==> config.mk <==
export PLATFORM = sky130hd
export DESIGN_NAME = trim_rx
export DESIGN_NICKNAME = d
export VERILOG_FILES = /design/src/rtl/trim_rx.sv
export SDC_FILE = /design/constraint.sdc
export NUM_CORES = 1
export LEC_CHECK = 0
export CORE_MARGIN = 1
export CORE_UTILIZATION = 40
export DETAILED_ROUTE_END_ITERATION = 6
export PLACE_DENSITY_LB_ADDON = 0.1
export RECOVER_POWER = 25
export SLEW_MARGIN = 30
export SYNTH_ARGS = -nofsm -noshare
export SYNTH_HDL_FRONTEND = slang
export SYNTH_SLANG_ARGS = --single-unit
==> constraint.sdc <==
create_clock -name CLK50 -period 1.5 [get_ports CLK50]
set_input_delay 0.3 -clock CLK50 [delete_from_list [all_inputs] [get_ports CLK50]]
set_output_delay 0.3 -clock CLK50 [all_outputs]
set_load 0.005 [all_outputs]
==> src/rtl/trim_rx.sv <==
// trim_rx: serial trim-code receiver on the CLK50 domain.
//
// Oversamples the trim-code generator's ENCLK/DOUT pair, deserializes
// WIDTH-bit LSB-first frames and presents each completed word on TRIM_Q
// with a one-cycle TRIM_VALID strobe. Optional inactivity timeout aborts
// partial frames so the receiver realigns after glitches.
//
// Optional feature macro: TRIM_RX_GAP_CHECK_EN
//   defined     -> gap counter present; a partial frame idle for GAP_CYCLES
//                  is dropped with a FRAME_ERR pulse.
//   not defined -> no gap counter, FRAME_ERR stays 0, partial frames persist.
//
// Parameters:
//   WIDTH       bits per frame
//   SYNC_STAGES synchronizer depth for ENCLK and DIN (>= 2)
//   GAP_CYCLES  CLK50 cycles without an ENCLK rise that abort a partial frame
//
// Ports:
//   CLK50      in   system clock
//   RST        in   asynchronous active-high reset
//   ENCLK      in   serial bit clock (asynchronous)
//   DIN        in   serial data (asynchronous)
//   TRIM_Q     out  last complete received word
//   TRIM_VALID out  one-cycle pulse when TRIM_Q updates
//   FRAME_ERR  out  one-cycle pulse when a partial frame is aborted
//   BUSY       out  high while a frame is partially received
//   FRAME_CNT  out  completed-frame count, wraps 255 -> 0
module trim_rx #(
  parameter int WIDTH       = 12,
  parameter int SYNC_STAGES = 2,
  parameter int GAP_CYCLES  = 1000
) (
  input  logic             CLK50,
  input  logic             RST,
  input  logic             ENCLK,
  input  logic             DIN,
  output logic [WIDTH-1:0] TRIM_Q,
  output logic             TRIM_VALID,
  output logic             FRAME_ERR,
  output logic             BUSY,
  output logic [7:0]       FRAME_CNT
);

  localparam int CW = $clog2(WIDTH + 1);

  typedef enum logic [1:0] {
    S_IDLE,
    S_RECV,
    S_DONE
  } state_t;

  // ---------------------------------------------------------------------
  // Synchronizers and edge detection
  // ---------------------------------------------------------------------
  logic [SYNC_STAGES-1:0] enclk_sync;
  logic [SYNC_STAGES-1:0] din_sync;
  logic                   enclk_d;
  logic                   enclk_s;
  logic                   din_s;
  logic                   enclk_rise;

  always_ff @(posedge CLK50 or posedge RST) begin
    if (RST) begin
      enclk_sync <= '0;
      din_sync   <= '0;
      enclk_d    <= 1'b0;
    end else begin
      enclk_sync <= {enclk_sync[SYNC_STAGES-2:0], ENCLK};
      din_sync   <= {din_sync[SYNC_STAGES-2:0], DIN};
      enclk_d    <= enclk_sync[SYNC_STAGES-1];
    end
  end

  assign enclk_s    = enclk_sync[SYNC_STAGES-1];
  assign din_s      = din_sync[SYNC_STAGES-1];
  assign enclk_rise = enclk_s & ~enclk_d;

  // ---------------------------------------------------------------------
  // Inactivity timeout
  // ---------------------------------------------------------------------
  logic timeout;

`ifdef TRIM_RX_GAP_CHECK_EN
  localparam int GW = $clog2(GAP_CYCLES + 1);

  logic [GW-1:0] gap_cnt;

  always_ff @(posedge CLK50 or posedge RST) begin
    if (RST) begin
      gap_cnt <= '0;
    end else if (enclk_rise) begin
      gap_cnt <= '0;
    end else if (gap_cnt != GW'(GAP_CYCLES)) begin
      gap_cnt <= gap_cnt + GW'(1);
    end
  end

  assign timeout = (gap_cnt == GW'(GAP_CYCLES));
`else
  // Never true: the gap check is compiled out in this build.
  assign timeout = (GAP_CYCLES < 0);
`endif

  // ---------------------------------------------------------------------
  // Frame FSM
  // ---------------------------------------------------------------------
  state_t           state;
  state_t           state_n;
  logic [WIDTH-1:0] shreg;
  logic [WIDTH-1:0] shreg_n;
  logic [CW-1:0]    bit_cnt;
  logic [CW-1:0]    bit_cnt_n;
  logic [WIDTH-1:0] first_word;
  logic [WIDTH-1:0] shift_word;
  logic             load;
  logic             abort;

  always_ff @(posedge CLK50 or posedge RST) begin
    if (RST) begin
      state   <= S_IDLE;
      shreg   <= '0;
      bit_cnt <= '0;
    end else begin
      state   <= state_n;
      shreg   <= shreg_n;
      bit_cnt <= bit_cnt_n;
    end
  end

  always_comb begin
    // First bit of a frame lands in a cleared register; later bits shift
    // right so that after WIDTH bits the first one sits at bit 0 (LSB-first).
    first_word             = '0;
    first_word[WIDTH-1]    = din_s;
    shift_word             = shreg >> 1;
    shift_word[WIDTH-1]    = din_s;

    state_n   = state;
    shreg_n   = shreg;
    bit_cnt_n = bit_cnt;
    load      = 1'b0;
    abort     = 1'b0;

    unique case (state)
      S_IDLE: begin
        bit_cnt_n = '0;
        if (enclk_rise) begin
          shreg_n   = first_word;
          bit_cnt_n = CW'(1);
          state_n   = (WIDTH == 1) ? S_DONE : S_RECV;
        end
      end

      S_RECV: begin
        // An edge coinciding with the timeout wins: the bit is kept.
        if (enclk_rise) begin
          shreg_n   = shift_word;
          bit_cnt_n = bit_cnt + CW'(1);
          if (bit_cnt == CW'(WIDTH - 1)) begin
            state_n = S_DONE;
          end
        end else if (timeout) begin
          abort     = 1'b1;
          shreg_n   = '0;
          bit_cnt_n = '0;
          state_n   = S_IDLE;
        end
      end

      S_DONE: begin
        load = 1'b1;
        // An edge here already belongs to the next frame.
        if (enclk_rise) begin
          shreg_n   = first_word;
          bit_cnt_n = CW'(1);
          state_n   = (WIDTH == 1) ? S_DONE : S_RECV;
        end else begin
          bit_cnt_n = '0;
          state_n   = S_IDLE;
        end
      end

      default: begin
        shreg_n   = '0;
        bit_cnt_n = '0;
        state_n   = S_IDLE;
      end
    endcase
  end

  // ---------------------------------------------------------------------
  // Registered outputs
  // ---------------------------------------------------------------------
  always_ff @(posedge CLK50 or posedge RST) begin
    if (RST) begin
      TRIM_Q     <= '0;
      TRIM_VALID <= 1'b0;
      FRAME_ERR  <= 1'b0;
      BUSY       <= 1'b0;
      FRAME_CNT  <= '0;
    end else begin
      TRIM_VALID <= load;
      FRAME_ERR  <= abort;
      BUSY       <= (state_n == S_RECV);
      if (load) begin
        TRIM_Q    <= shreg;
        FRAME_CNT <= FRAME_CNT + 8'd1;
      end
    end
  end

endmodule

**Word level (Yosys, flattened, before mapping)**

Index checks and enable logic that the tools add are counted.

- Logic and storage cells: 35
- Output and inout port bits: 23
- Register bits: 45

- Mux-type cells: 12
- Bitwise gates (word level): 2
- Reduce and logical (&&, ||, !) cells: 3
- Eq/ne operators: 6
- $add $sub $neg: 2

Operators with widths:

| cell | count |
|---|---|
| 12-bit 2-to-1 mux | 2 |
| 12-bit case mux with 2 select lines | 1 |
| 8-bit by 1-bit adder with 8-bit output, second input constant | 1 |
| 4-bit case mux with 2 select lines | 1 |
| 2-bit 2-to-1 mux | 3 |
| 2-bit case mux with 3 select lines | 1 |
| 4-bit by 1-bit adder with 4-bit output, second input constant | 1 |
| 2-bit by 1-bit equality test with 1-bit output, second input constant | 2 |
| 4-bit equality test, second input constant | 1 |
| 4-bit 2-to-1 mux | 1 |
| 1-bit 2-to-1 mux | 3 |
| 2-bit equality test, second input constant | 1 |
| 2-bit zero test | 1 |
| 2-bit by 1-bit inequality test with 1-bit output, second input constant | 1 |
| 2-bit inequality test, second input constant | 1 |
| 2-bit AND reduction | 1 |
| 2-bit OR reduction | 1 |
| 1-bit bitwise AND | 1 |
| 1-bit NOT | 1 |

**Logic depth before layout (Yosys ltp)**

- Word-level depth: 5
- Depth in mapped cells: 6
- Gate-level depth less buffers: 4

**Least setup slack after synthesis**

OpenSTA, ideal clock, no wires.

- Path type: flip-flop to flip-flop
- Start: register state[0]
- End: register FRAME_CNT[3]
- Setup slack: 0.250 ns
- Library setup time: 0.124 ns
- Data arrival time: 1.126 ns
- Period minus slack after synthesis: 1.250 ns
- Cell stages (with the launch flop): 7
- Cell sequence: dfrtp_1 > nand2b_1 > buf_4 > inv_2 > buf_4 > nand4_1 > xnor2_1

- Cells in the longest elaborated chain, start to end: 2

RTL lines:

| item | RTL line | text |
|---|---|---|
| from (decl) | 107 | `state_t state;` |
| from (signal assigned) | 124 | `state <= state_n;` |
| 2-bit equality test | 144 | `unique case (state)` |
| 1-bit 2-to-1 mux | 144 |  |
| to (signal assigned) | 207 | `FRAME_CNT <= FRAME_CNT + 8'd1;` |
| to (decl) | 41 | `output logic [7:0] FRAME_CNT` |

No other way between the ends.
A chain may end at the register's enable or synchronous reset.

**Worst setup path in the final report**

- Start: register TRIM_Q[2]
- End: output TRIM_Q[2]

RTL lines:

| item | RTL line | text |
|---|---|---|
| from (decl) | 37 | `output logic [WIDTH-1:0] TRIM_Q,` |
| from (signal assigned) | 206 | `TRIM_Q <= shreg;` |

No word-level cell between the ends.

==> metrics.yaml <==
logic_synthesis:
  synth_top_area_frac: 0.658
  syn_avg_cell_area_um2: 11.6
  syn_area_um2: 1710
  synth_nets: 153
  ys.flop_type: "dfrtp_1"
  synth_area_leaders: "dfrtp_1, nand2_1, a22o_1, xnor2_1, nand4_1"
  syn-instance-count: 147
  ys_ff_latch: 45
  yosysMostFrequentCell: "dfrtp_1"
  yosys_warnings: 0
  synth_seq_area_share: 0.658
  synth-edff-count: 0
  post-synth-top-area-cell: "dfrtp_1"
  synthArstFlopShare: 1.00
  synth.distinct_cells: 26
  synth_top_cells_by_count: "dfrtp_1, nand2_1, a22o_1"
critical_path:
  crit_type: "reg2out"
  crit_cells: 1
  startpoint: "TRIM_Q[2]"
  timing.critical_path.buf_inv: 1
  required_ns: 1.20
  ff2ff_path_depth: 4
  critPathLaunchType: "flop"
  rr_endpoint: "bit_cnt[3]"
  critPathTopFamily: "buffers and inverters"
  ff2ff_setup_slack_ns: 0.20
  cp_data_arrival_time_ns: 1.15
  path_cells: "clkdlybuf4s50_1"
  slowest_stage: "clkdlybuf4s50_1"
  endpoint_kind: "primary output"
  cp_max_fo: 2
  reg2reg_from: "enclk_d"
  max_stage_delay_ns: 0.50
grt:
  track_usage: 0.171
  antenna_found_initial: 0
  first_global_vias: 1213
  grt_max_degree: 46
  grt_overflow_total: 0
  grt_pass1_wl_um: 5550
clock_tree:
  cts.path.max_buffers: 2
  cts_tree: "built"
  cts_root_buffer: "clkbuf_8"
  h-tree-depth: 2
  clk_pin_slew_ns: 0.09
  clkSinkCount: 45
  cts-hold-fix-buffers: 0
  clk_latency_ns: 0.30
  cts_buffers: 5
floorplan:
  design.die.area_um2: 4540
  row_count: 23
  core_um2: 4060
  die_width_um: 67.4
  ioPinCount: 27
  die_y_um: 67.4
  start_util: 0.422
timing:
  tns_ns: 0
  setup_violations: 0
  tightest_slew_ns: 0.956
  max_freq_ghz: 0.688
  finalHoldViolCount: 0
  grt_setup_unrepaired: "no"
  final_max_slew_viol_count: 0
  period_share: 0.969
  min_period_ns: 1.45
  maxSlewHeadroom: 0.362
  skew_ns: 0.00609
final_layout:
  utilization: 0.553
  final_nets: 192
  area_delta_synth_final_pct: 31.1
  antenna_cells: 0
  drive_above_1_share: 0.144
detailed_routing:
  drt-wirelength-per-cell_um: 12.8
  totalWireLength_um: 3030
  antenna_left: 0
  drcViolationCount: 0
  drt_iter0_markers: 84
  num_vias: 1155
  firstDrtPassIters: 4
  vias_per_cell: 4.87
power:
  p_sw_frac: 0.251
  powerDensity_nw_per_um2: 1260
  p_seq_frac: 0.526
  p_leak_nw: 1.35
  p_comb_frac: 0.138
  intPower_mw: 2.12
  peakVddDrop_v: 0.000648
  switching_power_uw: 712
  clkPwrFrac: 0.336
hold_path:
  hp-start: "din_sync[0]"
  hold_end: "din_sync[1]"
  hold_depth: 0
  hold_path.class: "reg2reg"
placed_design:
  dp_hpwl_um: 1990
  gp_congestion: 0.685
  portBuffers: 25
outcome:
  status: "complete, no violations"
flow_run:
  cap_violations: 0
## final cells by class
type / instances / area (µm²)
Clock buffer: 6 / 82.6
Clock inverter: 2 / 37.5
Fill cell: 366 / 1820
Inverter: 2 / 7.51
Multi-Input combinational cell: 92 / 532
Sequential cell: 45 / 1130
Tap cell: 50 / 62.6
Timing Repair Buffer: 40 / 393
## stage by stage
step / hold slack (ns) / total power, mW / cells / cell area, µm² / worst slack, ns
floorplan: 0.331 / 1.74 / 147 / 1710 / 0.141
global placement: 0.335 / 1.89 / 222 / 2050 / 0.199
detailed placement: 0.340 / 1.91 / 222 / 2050 / 0.118
CTS: 0.346 / 2.87 / 234 / 2200 / 0.00133
global route: 0.369 / 2.99 / 237 / 2240 / 0.00436
finish: 0.354 / 2.83 / 237 / 2240 / 0.0460
## cells in the final DEF (no fill, tap or decap), types with 2 or more instances in the layout
master	count
nor2_1	2
ha_1	2
o22ai_1	3
xnor2_1	7
dfrtp_1	44
clkbuf_8	6
buf_4	14
mux2i_1	2
a22o_1	11
nand2_1	42
nand2b_1	3
dlygate4sd3_1	2
a21oi_1	2
dlymetal6s2s_1	14
dlygate4sd2_1	2
and3_1	2
nand4_1	5
clkdlybuf4s50_1	7
## logic make-up (layout without fill, tap and decap cells)
group | after synthesis | count (layout) | synth area share
AOI/OAI and AO/OA | 18 | 18 | 0.0805
xor gates and xnor gates | 8 | 8 | 0.0410
adders and majority gates | 2 | 2 | 0.0146
buffers and inverters | 10 | 50 | 0.0322
DFF | 45 | 45 | 0.658
muxes | 3 | 3 | 0.0183
other | 1 | 1 | 0.00219
and+or+nand+nor | 60 | 60 | 0.153
## worst max-delay path by stage
| stage | to | slack, ns |
|---|---|---|
| 2_1_floorplan | BUSY | 0.14 |
| 3_3_place_gp | shreg[0] | 0.20 |
| 3_5_place_dp | shreg[3] | 0.12 |
| 4_1_cts | FRAME_CNT[6] | 0.001 |
| 5_1_grt | TRIM_Q[2] | 0.004 |
| 6_report | TRIM_Q[2] | 0.05 |
## metal layers
metal | GRT usage | part of all wire
met3 | 0.0524 | 0.042
met1 | 0.198 | 0.48
met4 | 0.0798 | 0.019
met5 | 0 | 0
met2 | 0.288 | 0.46
## power groups by stage
stage          sequential, mW  combinational [mW]  clock, mW
2_1_floorplan            1.49               0.249          0
3_3_place_gp             1.50               0.384          0
3_5_place_dp             1.51               0.404          0
4_1_cts                  1.49               0.404      0.981
5_1_grt                  1.51               0.443       1.03
6_report                 1.49               0.391      0.952
## state kept, by name (all words and copies together) (netlist names), 2 cells and up
signal / cells
enclk_sync: 2
din_sync: 2
TRIM_Q: 12
FRAME_CNT: 8
bit_cnt: 4
shreg: 12
state: 2
## repair_timing
| action | in CTS | in global routing |
|---|---|---|
| endpoints found under the setup margin | 6 | 27 |
| buffers inserted | 4 | 3 |
| gates resized for setup | 3 | 15 |
Power figures use the tool's default switching activity.
